[src/rtl/axi4_lite_slave_v2_pkg.sv]
// Shared response codes and FSM state types for the AXI4-Lite strobe slave.
package axi4_lite_slave_v2_pkg;

    localparam logic [1:0] RESP_OKAY   = 2'b00;
    localparam logic [1:0] RESP_SLVERR = 2'b10;
    localparam logic [1:0] RESP_DECERR = 2'b11;

    typedef enum logic [1:0] {
        WrIdle,
        WrStrobe,
        WrResp
    } wr_state_e;

    typedef enum logic [1:0] {
        RdIdle,
        RdStrobe,
        RdWait,
        RdResp
    } rd_state_e;

    function automatic logic [1:0] resp_for(input logic in_range);
        return in_range ? RESP_OKAY : RESP_DECERR;
    endfunction

endpackage

[src/rtl/axi4_lite_slave_v2_if.sv]
// AXI4-Lite bus bundle between the interconnect (master) and the strobe slave.
interface axi4_lite_slave_v2_if #(
    parameter int unsigned AddrWidth = 32,
    parameter int unsigned DataWidth = 32
);
    logic [AddrWidth-1:0]   awaddr;
    logic                   awvalid;
    logic                   awready;
    logic [DataWidth-1:0]   wdata;
    logic [DataWidth/8-1:0] wstrb;
    logic                   wvalid;
    logic                   wready;
    logic [1:0]             bresp;
    logic                   bvalid;
    logic                   bready;
    logic [AddrWidth-1:0]   araddr;
    logic                   arvalid;
    logic                   arready;
    logic [DataWidth-1:0]   rdata;
    logic [1:0]             rresp;
    logic                   rvalid;
    logic                   rready;

    modport master (
        output awaddr, awvalid, wdata, wstrb, wvalid, bready, araddr, arvalid, rready,
        input  awready, wready, bresp, bvalid, arready, rdata, rresp, rvalid
    );

    modport slave (
        input  awaddr, awvalid, wdata, wstrb, wvalid, bready, araddr, arvalid, rready,
        output awready, wready, bresp, bvalid, arready, rdata, rresp, rvalid
    );

endinterface

[src/rtl/axi4_lite_slave_v2_addr_decode.sv]
// Window range check and byte-address to word-offset conversion for one address channel.
module axi4_lite_slave_v2_addr_decode #(
    parameter int unsigned          AddrWidth = 32,
    parameter int unsigned          DataWidth = 32,
    parameter logic [AddrWidth-1:0] BaseAddr  = 32'h4000_0000,
    parameter logic [AddrWidth-1:0] HighAddr  = 32'h4001_ffff
) (
    input  logic [AddrWidth-1:0] addr_i,
    output logic                 in_range_o,
    output logic [AddrWidth-1:0] offset_o
);

    localparam int unsigned LaneBits = $clog2(DataWidth / 8);

    logic [AddrWidth-1:0] rel;

    always_comb begin
        in_range_o = (addr_i >= BaseAddr) && (addr_i <= HighAddr);
        rel        = addr_i - BaseAddr;
        offset_o   = rel >> LaneBits;
    end

endmodule

[src/rtl/axi4_lite_slave_v2.sv]
// AXI4-Lite slave bridging to a strobe register interface; independent read and write
// FSMs, one outstanding transaction per direction, all outputs registered.
module axi4_lite_slave_v2
    import axi4_lite_slave_v2_pkg::*;
#(
    parameter logic [31:0] C_BASEADDR         = 32'h4000_0000,
    parameter logic [31:0] C_HIGHADDR         = 32'h4001_ffff,
    parameter int unsigned C_S_AXI_ADDR_WIDTH = 32,
    parameter int unsigned C_S_AXI_DATA_WIDTH = 32,
    parameter int unsigned C_READ_LATENCY     = 1
) (
    input  logic                            S_AXI_ACLK,
    input  logic                            S_AXI_ARESET,
    axi4_lite_slave_v2_if.slave             s_axi,
    output logic [C_S_AXI_ADDR_WIDTH-1:0]   set_addr,
    output logic [C_S_AXI_DATA_WIDTH-1:0]   set_data,
    output logic [C_S_AXI_DATA_WIDTH/8-1:0] set_wstrb,
    output logic                            set_stb,
    output logic [C_S_AXI_ADDR_WIDTH-1:0]   get_addr,
    input  logic [C_S_AXI_DATA_WIDTH-1:0]   get_data,
    output logic                            get_stb
);

    localparam int unsigned AW = C_S_AXI_ADDR_WIDTH;
    localparam int unsigned DW = C_S_AXI_DATA_WIDTH;
    localparam int unsigned SW = C_S_AXI_DATA_WIDTH / 8;
    localparam logic [2:0]  ReadLatency = 3'(C_READ_LATENCY);

    logic          aw_in_range, ar_in_range;
    logic [AW-1:0] aw_offset, ar_offset;

    axi4_lite_slave_v2_addr_decode #(
        .AddrWidth(AW),
        .DataWidth(DW),
        .BaseAddr (C_BASEADDR),
        .HighAddr (C_HIGHADDR)
    ) u_aw_decode (
        .addr_i    (s_axi.awaddr),
        .in_range_o(aw_in_range),
        .offset_o  (aw_offset)
    );

    axi4_lite_slave_v2_addr_decode #(
        .AddrWidth(AW),
        .DataWidth(DW),
        .BaseAddr (C_BASEADDR),
        .HighAddr (C_HIGHADDR)
    ) u_ar_decode (
        .addr_i    (s_axi.araddr),
        .in_range_o(ar_in_range),
        .offset_o  (ar_offset)
    );

    wr_state_e     wr_state_q, wr_state_d;
    logic          aw_held_q, aw_held_d, w_held_q, w_held_d, wr_ok_q, wr_ok_d;
    logic          awready_q, awready_d, wready_q, wready_d, bvalid_q, bvalid_d;
    logic [1:0]    bresp_q, bresp_d;
    logic          set_stb_q, set_stb_d;
    logic [AW-1:0] set_addr_q, set_addr_d;
    logic [DW-1:0] set_data_q, set_data_d;
    logic [SW-1:0] set_wstrb_q, set_wstrb_d;

    always_comb begin
        wr_state_d  = wr_state_q;
        aw_held_d   = aw_held_q;
        w_held_d    = w_held_q;
        wr_ok_d     = wr_ok_q;
        awready_d   = awready_q;
        wready_d    = wready_q;
        bvalid_d    = bvalid_q;
        bresp_d     = bresp_q;
        set_stb_d   = 1'b0;
        set_addr_d  = set_addr_q;
        set_data_d  = set_data_q;
        set_wstrb_d = set_wstrb_q;
        unique case (wr_state_q)
            WrIdle: begin
                if (s_axi.awvalid && awready_q) begin
                    aw_held_d  = 1'b1;
                    wr_ok_d    = aw_in_range;
                    set_addr_d = aw_offset;
                end
                if (s_axi.wvalid && wready_q) begin
                    w_held_d    = 1'b1;
                    set_data_d  = s_axi.wdata;
                    set_wstrb_d = s_axi.wstrb;
                end
                awready_d = !aw_held_d;
                wready_d  = !w_held_d;
                if (aw_held_d && w_held_d) begin
                    wr_state_d = WrStrobe;
                    set_stb_d  = wr_ok_d;
                    awready_d  = 1'b0;
                    wready_d   = 1'b0;
                end
            end
            WrStrobe: begin
                wr_state_d = WrResp;
                bvalid_d   = 1'b1;
                bresp_d    = resp_for(wr_ok_q);
            end
            WrResp: begin
                if (s_axi.bready) begin
                    wr_state_d = WrIdle;
                    bvalid_d   = 1'b0;
                    aw_held_d  = 1'b0;
                    w_held_d   = 1'b0;
                    awready_d  = 1'b1;
                    wready_d   = 1'b1;
                end
            end
            default: wr_state_d = WrIdle;
        endcase
    end

    always_ff @(posedge S_AXI_ACLK) begin
        if (S_AXI_ARESET) begin
            wr_state_q  <= WrIdle;
            aw_held_q   <= 1'b0;
            w_held_q    <= 1'b0;
            wr_ok_q     <= 1'b0;
            awready_q   <= 1'b0;
            wready_q    <= 1'b0;
            bvalid_q    <= 1'b0;
            bresp_q     <= RESP_OKAY;
            set_stb_q   <= 1'b0;
            set_addr_q  <= '0;
            set_data_q  <= '0;
            set_wstrb_q <= '0;
        end else begin
            wr_state_q  <= wr_state_d;
            aw_held_q   <= aw_held_d;
            w_held_q    <= w_held_d;
            wr_ok_q     <= wr_ok_d;
            awready_q   <= awready_d;
            wready_q    <= wready_d;
            bvalid_q    <= bvalid_d;
            bresp_q     <= bresp_d;
            set_stb_q   <= set_stb_d;
            set_addr_q  <= set_addr_d;
            set_data_q  <= set_data_d;
            set_wstrb_q <= set_wstrb_d;
        end
    end

    rd_state_e     rd_state_q, rd_state_d;
    logic          rd_ok_q, rd_ok_d, arready_q, arready_d, rvalid_q, rvalid_d;
    logic          get_stb_q, get_stb_d, rd_capture;
    logic [2:0]    rd_cnt_q, rd_cnt_d;
    logic [1:0]    rresp_q, rresp_d;
    logic [AW-1:0] get_addr_q, get_addr_d;
    logic [DW-1:0] rdata_q, rdata_d;

    always_comb begin
        rd_state_d = rd_state_q;
        rd_ok_d    = rd_ok_q;
        arready_d  = arready_q;
        rvalid_d   = rvalid_q;
        rresp_d    = rresp_q;
        rdata_d    = rdata_q;
        rd_cnt_d   = rd_cnt_q;
        get_addr_d = get_addr_q;
        get_stb_d  = 1'b0;
        rd_capture = 1'b0;
        unique case (rd_state_q)
            RdIdle: begin
                if (s_axi.arvalid && arready_q) begin
                    rd_state_d = RdStrobe;
                    rd_ok_d    = ar_in_range;
                    get_addr_d = ar_offset;
                    get_stb_d  = ar_in_range;
                    arready_d  = 1'b0;
                end else begin
                    arready_d = 1'b1;
                end
            end
            RdStrobe: begin
                rd_cnt_d = ReadLatency;
                if (ReadLatency == 3'd0) begin
                    rd_capture = 1'b1;
                end else begin
                    rd_state_d = RdWait;
                end
            end
            RdWait: begin
                rd_cnt_d = rd_cnt_q - 3'd1;
                if (rd_cnt_q == 3'd1) begin
                    rd_capture = 1'b1;
                end
            end
            RdResp: begin
                if (s_axi.rready) begin
                    rd_state_d = RdIdle;
                    rvalid_d   = 1'b0;
                    arready_d  = 1'b1;
                end
            end
            default: rd_state_d = RdIdle;
        endcase
        // Out-of-window reads return zero data regardless of what get_data carries.
        if (rd_capture) begin
            rd_state_d = RdResp;
            rvalid_d   = 1'b1;
            rresp_d    = resp_for(rd_ok_q);
            rdata_d    = rd_ok_q ? get_data : '0;
        end
    end

    always_ff @(posedge S_AXI_ACLK) begin
        if (S_AXI_ARESET) begin
            rd_state_q <= RdIdle;
            rd_ok_q    <= 1'b0;
            arready_q  <= 1'b0;
            rvalid_q   <= 1'b0;
            rresp_q    <= RESP_OKAY;
            rdata_q    <= '0;
            rd_cnt_q   <= '0;
            get_addr_q <= '0;
            get_stb_q  <= 1'b0;
        end else begin
            rd_state_q <= rd_state_d;
            rd_ok_q    <= rd_ok_d;
            arready_q  <= arready_d;
            rvalid_q   <= rvalid_d;
            rresp_q    <= rresp_d;
            rdata_q    <= rdata_d;
            rd_cnt_q   <= rd_cnt_d;
            get_addr_q <= get_addr_d;
            get_stb_q  <= get_stb_d;
        end
    end

    assign s_axi.awready = awready_q;
    assign s_axi.wready  = wready_q;
    assign s_axi.bvalid  = bvalid_q;
    assign s_axi.bresp   = bresp_q;
    assign s_axi.arready = arready_q;
    assign s_axi.rvalid  = rvalid_q;
    assign s_axi.rresp   = rresp_q;
    assign s_axi.rdata   = rdata_q;
    assign set_stb       = set_stb_q;
    assign set_addr      = set_addr_q;
    assign set_data      = set_data_q;
    assign set_wstrb     = set_wstrb_q;
    assign get_stb       = get_stb_q;
    assign get_addr      = get_addr_q;

endmodule

[src/flat_wrapper.sv]
// flat-port wrapper written by rule: the top's interface ports become plain ports
module axi4_lite_slave_v2_flat import axi4_lite_slave_v2_pkg::*;
#(
    parameter logic [31:0] C_BASEADDR         = 32'h4000_0000,
    parameter logic [31:0] C_HIGHADDR         = 32'h4001_ffff,
    parameter int unsigned C_S_AXI_ADDR_WIDTH = 32,
    parameter int unsigned C_S_AXI_DATA_WIDTH = 32,
    parameter int unsigned C_READ_LATENCY     = 1
)
  (S_AXI_ACLK, S_AXI_ARESET, set_addr, set_data, set_wstrb, set_stb, get_addr, get_data, get_stb, s_axi_awaddr, s_axi_awvalid, s_axi_wdata, s_axi_wstrb, s_axi_wvalid, s_axi_bready, s_axi_araddr, s_axi_arvalid, s_axi_rready, s_axi_awready, s_axi_wready, s_axi_bresp, s_axi_bvalid, s_axi_arready, s_axi_rdata, s_axi_rresp, s_axi_rvalid);
  axi4_lite_slave_v2_if #(.AddrWidth(32), .DataWidth(32)) s_axi_i ();
  input  logic S_AXI_ACLK;
  input  logic S_AXI_ARESET;
  output logic [C_S_AXI_ADDR_WIDTH-1:0] set_addr;
  output logic [C_S_AXI_DATA_WIDTH-1:0] set_data;
  output logic [C_S_AXI_DATA_WIDTH/8-1:0] set_wstrb;
  output logic set_stb;
  output logic [C_S_AXI_ADDR_WIDTH-1:0] get_addr;
  input  logic [C_S_AXI_DATA_WIDTH-1:0] get_data;
  output logic get_stb;
  input wire logic [$bits(s_axi_i.awaddr)-1:0] s_axi_awaddr;
  input wire logic [$bits(s_axi_i.awvalid)-1:0] s_axi_awvalid;
  input wire logic [$bits(s_axi_i.wdata)-1:0] s_axi_wdata;
  input wire logic [$bits(s_axi_i.wstrb)-1:0] s_axi_wstrb;
  input wire logic [$bits(s_axi_i.wvalid)-1:0] s_axi_wvalid;
  input wire logic [$bits(s_axi_i.bready)-1:0] s_axi_bready;
  input wire logic [$bits(s_axi_i.araddr)-1:0] s_axi_araddr;
  input wire logic [$bits(s_axi_i.arvalid)-1:0] s_axi_arvalid;
  input wire logic [$bits(s_axi_i.rready)-1:0] s_axi_rready;
  output wire logic [$bits(s_axi_i.awready)-1:0] s_axi_awready;
  output wire logic [$bits(s_axi_i.wready)-1:0] s_axi_wready;
  output wire logic [$bits(s_axi_i.bresp)-1:0] s_axi_bresp;
  output wire logic [$bits(s_axi_i.bvalid)-1:0] s_axi_bvalid;
  output wire logic [$bits(s_axi_i.arready)-1:0] s_axi_arready;
  output wire logic [$bits(s_axi_i.rdata)-1:0] s_axi_rdata;
  output wire logic [$bits(s_axi_i.rresp)-1:0] s_axi_rresp;
  output wire logic [$bits(s_axi_i.rvalid)-1:0] s_axi_rvalid;
  assign s_axi_i.awaddr = s_axi_awaddr;
  assign s_axi_i.awvalid = s_axi_awvalid;
  assign s_axi_i.wdata = s_axi_wdata;
  assign s_axi_i.wstrb = s_axi_wstrb;
  assign s_axi_i.wvalid = s_axi_wvalid;
  assign s_axi_i.bready = s_axi_bready;
  assign s_axi_i.araddr = s_axi_araddr;
  assign s_axi_i.arvalid = s_axi_arvalid;
  assign s_axi_i.rready = s_axi_rready;
  assign s_axi_awready = s_axi_i.awready;
  assign s_axi_wready = s_axi_i.wready;
  assign s_axi_bresp = s_axi_i.bresp;
  assign s_axi_bvalid = s_axi_i.bvalid;
  assign s_axi_arready = s_axi_i.arready;
  assign s_axi_rdata = s_axi_i.rdata;
  assign s_axi_rresp = s_axi_i.rresp;
  assign s_axi_rvalid = s_axi_i.rvalid;
  axi4_lite_slave_v2 #(.C_BASEADDR(C_BASEADDR), .C_HIGHADDR(C_HIGHADDR), .C_S_AXI_ADDR_WIDTH(C_S_AXI_ADDR_WIDTH), .C_S_AXI_DATA_WIDTH(C_S_AXI_DATA_WIDTH), .C_READ_LATENCY(C_READ_LATENCY)) u_core (.S_AXI_ACLK(S_AXI_ACLK), .S_AXI_ARESET(S_AXI_ARESET), .s_axi(s_axi_i), .set_addr(set_addr), .set_data(set_data), .set_wstrb(set_wstrb), .set_stb(set_stb), .get_addr(get_addr), .get_data(get_data), .get_stb(get_stb));
endmodule
[config.mk]
export PLATFORM = sky130hd
export DESIGN_NAME = axi4_lite_slave_v2_flat
export DESIGN_NICKNAME = d
export VERILOG_FILES = /design/src/rtl/axi4_lite_slave_v2_pkg.sv /design/src/rtl/axi4_lite_slave_v2_if.sv /design/src/rtl/axi4_lite_slave_v2_addr_decode.sv /design/src/rtl/axi4_lite_slave_v2.sv /design/src/flat_wrapper.sv
export SDC_FILE = /design/constraint.sdc
export NUM_CORES = 1
export LEC_CHECK = 0
export CAP_MARGIN = 10
export CORE_AREA = 2 2 116 146
export DETAILED_ROUTE_END_ITERATION = 10
export DIE_AREA = 0 0 118 148
export PLACE_DENSITY = 0.75
export SYNTH_ARGS = -nofsm -noshare
export SYNTH_HDL_FRONTEND = slang
export SYNTH_SLANG_ARGS = --single-unit
[constraint.sdc]
create_clock -name S_AXI_ACLK -period 1.7 [get_ports S_AXI_ACLK]
set_clock_uncertainty 0.1 [all_clocks]
set_input_delay 0.255 -clock S_AXI_ACLK [delete_from_list [all_inputs] [get_ports S_AXI_ACLK]]
set_output_delay 0.255 -clock S_AXI_ACLK [all_outputs]
set_load 0.01 [all_outputs]
==> results.txt <==
The number of endpoints failing setup at the final stage came out at 0. During synthesis, Yosys emitted a total of 0 warnings. Of the total power, the clock network draws 41.4%.

The required time at the endpoint of the critical path is 1340 ps. The per-cell routed wire length is 14.5 um. The worst-skew pair later-pin latency is 410 ps. The final period utilization is 97.4%. Summing over every cut layer, the via total after detailed routing is 5982.

Synthesis instantiated 40 different standard cells from the library. Entering global routing, the biggest net connects 44 pins. The hold buffer count at CTS came out at 0.

The maximum cell stage delay along the critical path is 560 ps. The slowest stage of the critical path belongs to the cell sky130_fd_sc_hd__clkdlybuf4s50_1. Dividing total power by cell area gives a power density of 926 nW/um2.

After synthesis, the mean cell area works out to 7.89 um2. The static leakage power came out at 4.68 nW. The number of antenna violations at the first check in global routing came out at 1. The number of cells on the worst reg-to-reg path is 8. The detailed route wirelength on metal3 came out at 1280 um.

The worst hold path belongs to the class input pin to flop. Traced cell by cell, the critical path runs through clkdlybuf4s50_1. The largest buffer count on any clock path is 2.

Counting both buffers and inverters, the worst setup path holds a total of 1. The sink count of the clock tree came out at 148. Clock-pin slew was measured on the worst setup and hold paths at 60 ps. The worst setup path is captured at an output port.

The initial utilization of the core area, before any placement, comes to 35.4%. Along the worst path, the maximum fanout reaches 2. Across every metal layer, demand over resource in global routing totals 19.7%. Based on the critical path, the design can be clocked at up to 604 MHz.

Once detail routing completed, the nets flagged for antenna violations numbered 0. TritonCTS built the clock tree. The total number of H-tree levels came out at 4. The number of standard cells after synthesis came out at 721.

The cell count along the critical path came out at 1. The final weighted congestion in routability-driven placement is 0.858. The placed instances occupy a cell area of 9030 um2. The number of diodes added for antenna fixing is 0. Net switching is 25.8% of the power.

The HPWL after detailed placement is 13000 um. The switching power of the nets is 2.36 mW. The flow ran to the end, and the final reports show no timing, DRC or antenna violations.

The first global-routing pass estimated 28000 um of wire. Max-cap violations in this run came to 0. The synthesized design devotes to its leading area cell type 52.1% of total area.

The post-synthesis instance area is 5690 um2. The tree is rooted in a sky130_fd_sc_hd__clkbuf_16. The fraction of layout cells with a size suffix above 1 is 9.90%. The floorplan row count is 52.

The number of buffers inserted during clock tree synthesis is 17. The total count of max-transition violations in the final report came to 0. The depth of the worst hold-timing path is 3. The top-level I/O count is 282. The count of endpoints failing hold in the final timing report was 0. The setup path with the least slack is of type flop to output port.

The floorplan die area came out at 17500 um2. In the routed layout, each cell is associated on average with a via count of 4.80. The global-route congestion overflow total is 0. Across the VDD grid, the largest voltage drop is 691 uV. The post-synthesis sequential element count came out at 148. The number of port buffers is 277. The total area inside the core boundary comes to 16100 um2.

The violation count after the first detailed-route iteration is 305. Summing all flip-flop and latch instances after layout gives 2960 um2. Sorting the synthesized cells by area gives the leading types as sky130_fd_sc_hd__dfxtp_1, sky130_fd_sc_hd__nand2_1, sky130_fd_sc_hd__a21oi_1, sky130_fd_sc_hd__nand3_1, sky130_fd_sc_hd__clkbuf_1. The via count of the first global-routing pass came to 5730. The post-synthesis to final-layout area growth is 73.2%. The fraction of the yosys area taken by sequential cells came out at 52.1%. The vertical extent of the die came out at 148 um. The library cell occupying the most area in the post-synthesis netlist is sky130_fd_sc_hd__dfxtp_1. The arrival time of the worst setup path came out at 1300 ps. Cell internal power was estimated by the tool at 6.76 mW. The die extent in x is 118 um. The area of combinational cells with multiple inputs is 2520 um2.

The uppermost layer routed is met5. The utilization after layout came out at 61.3%. The combinational power share is 17.2%. The final wirelength is 18000 um. The count of nets after finishing is 1166. The post-layout minimum cycle time is 1660 ps. The total non-filler cell area in the finished layout came out at 9850 um2. The count of fill cells added during filler insertion is 1417. Summed over all failing endpoints, the final setup total negative slack is 0 ps. In this design, the largest share of critical-path delay is due to buffers and inverters.

Buffers added to address setup during post-CTS repair amount to 0. Of the total power, registers draw 41.4%. The pre-antenna-repair detailed-routing pass consisted of 4 iterations. For this run, design rule violations remaining after detail routing come to 0. The met2 wire length came out at 9370 um. The routed length on met1 came out at 6990 um. STA classifies the critical path startpoint as a flop.
==> layout make-up <==
cell class                      count  share of cell area [%]
Timing Repair Buffer              328                    35.1
Sequential cell                   148                    30.1
Clock inverter                     13                    1.50
Clock buffer                       19                    4.60
Multi-Input combinational cell    512                    25.6
Inverter                           10                   0.381
Tap cell                          216                    2.74
==> per-stage QoR <==
step	setup WS, ps	hold WS, ps	cells	total power, mW
floorplan	53.6	251	724	4.47
global route	-6.85	26.3	1246	9.51
CTS	2.69	106	1245	9.24
detailed placement	-467	343	1213	5.46
global placement	-450	337	1213	5.44
finish	44.0	32.9	1246	9.12
==> path summary, 6_finish.rpt <==
kind / start / endpoint / slack (ps)
hold reg to reg: u_core.set_addr[21]$_SDFFE_PP0P_ / u_core.set_addr[21]$_SDFFE_PP0P_ / 350
setup reg to reg: u_core.rd_state_q[0]$_SDFFE_PP0P_ / u_core.s_axi.rdata[9]$_SDFFE_PP0P_ / 120
hold / removal: s_axi_awaddr[18] / u_core.set_addr[16]$_SDFFE_PP0P_ / 30
setup / recovery: u_core.set_data[16]$_SDFFE_PP0P_ / set_data[16] / 40
==> layer usage <==
layer  track usage, %  up-vias
li1                 -     3007
met1             20.5     2756
met2             35.6      187
met3             7.72       30
met4             7.83        2
met5                0        -
==> cells in the final DEF, fill, tap and decap left out, types with 9 or more instances in the layout <==
cell type,n
sky130_fd_sc_hd__a21oi_1,135
sky130_fd_sc_hd__buf_12,11
sky130_fd_sc_hd__buf_4,40
sky130_fd_sc_hd__clkbuf_16,18
sky130_fd_sc_hd__clkdlybuf4s50_1,190
sky130_fd_sc_hd__dfxtp_1,148
sky130_fd_sc_hd__dlygate4sd2_1,18
sky130_fd_sc_hd__dlymetal6s2s_1,68
sky130_fd_sc_hd__inv_1,9
sky130_fd_sc_hd__nand2_1,228
sky130_fd_sc_hd__nand3_1,37
sky130_fd_sc_hd__nand4_1,10
sky130_fd_sc_hd__nor2_1,27
sky130_fd_sc_hd__nor4_1,9
==> logic make-up after synthesis <==
logic type	count (synthesis)	synth area share [%]
AOI/OAI and AO/OA	159	15.0
adders and majority gates	10	2.20
buffers and inverters	64	4.84
DFF	148	52.1
muxes	1	0.176
other	1	0.0659
and+or+nand+nor	338	25.6
==> sequential cells by signal, summed over array words and instances (netlist names), 2 cells and up <==
register / count
u_core.get_addr: 30
u_core.set_data: 32
u_core.wr_state_q: 2
u_core.set_wstrb: 4
u_core.rd_state_q: 2
u_core.set_addr: 30
u_core.s_axi.rdata: 32
u_core.rd_cnt_q: 3
==> synthesized netlist by cell type <==
library cell and number:
sky130_fd_sc_hd__o41ai_2 1, sky130_fd_sc_hd__nor4b_1 1, sky130_fd_sc_hd__o2bb2ai_1 1, sky130_fd_sc_hd__a21oi_1 136, sky130_fd_sc_hd__o21a_1 1, sky130_fd_sc_hd__mux2i_1 1, sky130_fd_sc_hd__conb_1 1, sky130_fd_sc_hd__buf_2 10
sky130_fd_sc_hd__dfxtp_1 148, sky130_fd_sc_hd__nor4_2 1, sky130_fd_sc_hd__o21ai_0 6, sky130_fd_sc_hd__inv_1 9, sky130_fd_sc_hd__a211oi_2 1, sky130_fd_sc_hd__nand2_1 228, sky130_fd_sc_hd__o22ai_1 2, sky130_fd_sc_hd__buf_1 3
sky130_fd_sc_hd__o32ai_1 1, sky130_fd_sc_hd__or4b_1 1, sky130_fd_sc_hd__o21bai_1 2, sky130_fd_sc_hd__and2_1 1, sky130_fd_sc_hd__inv_2 1, sky130_fd_sc_hd__nand4_1 10, sky130_fd_sc_hd__nand3_1 38, sky130_fd_sc_hd__nor2b_1 1
sky130_fd_sc_hd__nor3_1 5, sky130_fd_sc_hd__nand3b_1 2, sky130_fd_sc_hd__nor2_1 28, sky130_fd_sc_hd__buf_4 6, sky130_fd_sc_hd__and4_1 3, sky130_fd_sc_hd__nor3_2 2, sky130_fd_sc_hd__clkbuf_1 35, sky130_fd_sc_hd__and3_1 1
sky130_fd_sc_hd__a32oi_1 1, sky130_fd_sc_hd__a211oi_1 6, sky130_fd_sc_hd__a21o_1 1, sky130_fd_sc_hd__ha_1 10, sky130_fd_sc_hd__nor4_1 10, sky130_fd_sc_hd__or4_4 1, sky130_fd_sc_hd__nand2b_1 3, sky130_fd_sc_hd__or4_1 2
==> power by group through the flow <==
| stage | registers, mW | logic (mW) | clock network [mW] |
|---|---|---|---|
| finish | 3.78 | 1.57 | 3.78 |
| global route | 3.81 | 1.70 | 4.00 |
| CTS | 3.78 | 1.59 | 3.87 |
| detailed placement | 3.86 | 1.60 | 0 |
| global placement | 3.85 | 1.59 | 0 |
| floorplan | 3.93 | 0.541 | 0 |
==> what timing repair did <==
action | 4_1_cts | 5_1_grt
pin swaps | 9 | 6
resized for setup | 21 | 77
cloned | 0 | 1
endpoints found under the setup margin | 20 | 103
==> worst register-to-register path: stages, from the launching register on <==
cell and delay (ps):
sky130_fd_sc_hd__dfxtp_1 340, sky130_fd_sc_hd__inv_1 90, sky130_fd_sc_hd__ha_2 210, sky130_fd_sc_hd__inv_2 60
sky130_fd_sc_hd__nor2_4 90, sky130_fd_sc_hd__and2_4 190, sky130_fd_sc_hd__buf_12 150, sky130_fd_sc_hd__nand3_1 130
sky130_fd_sc_hd__a21oi_1 160
Power figures use the tool's default switching activity.
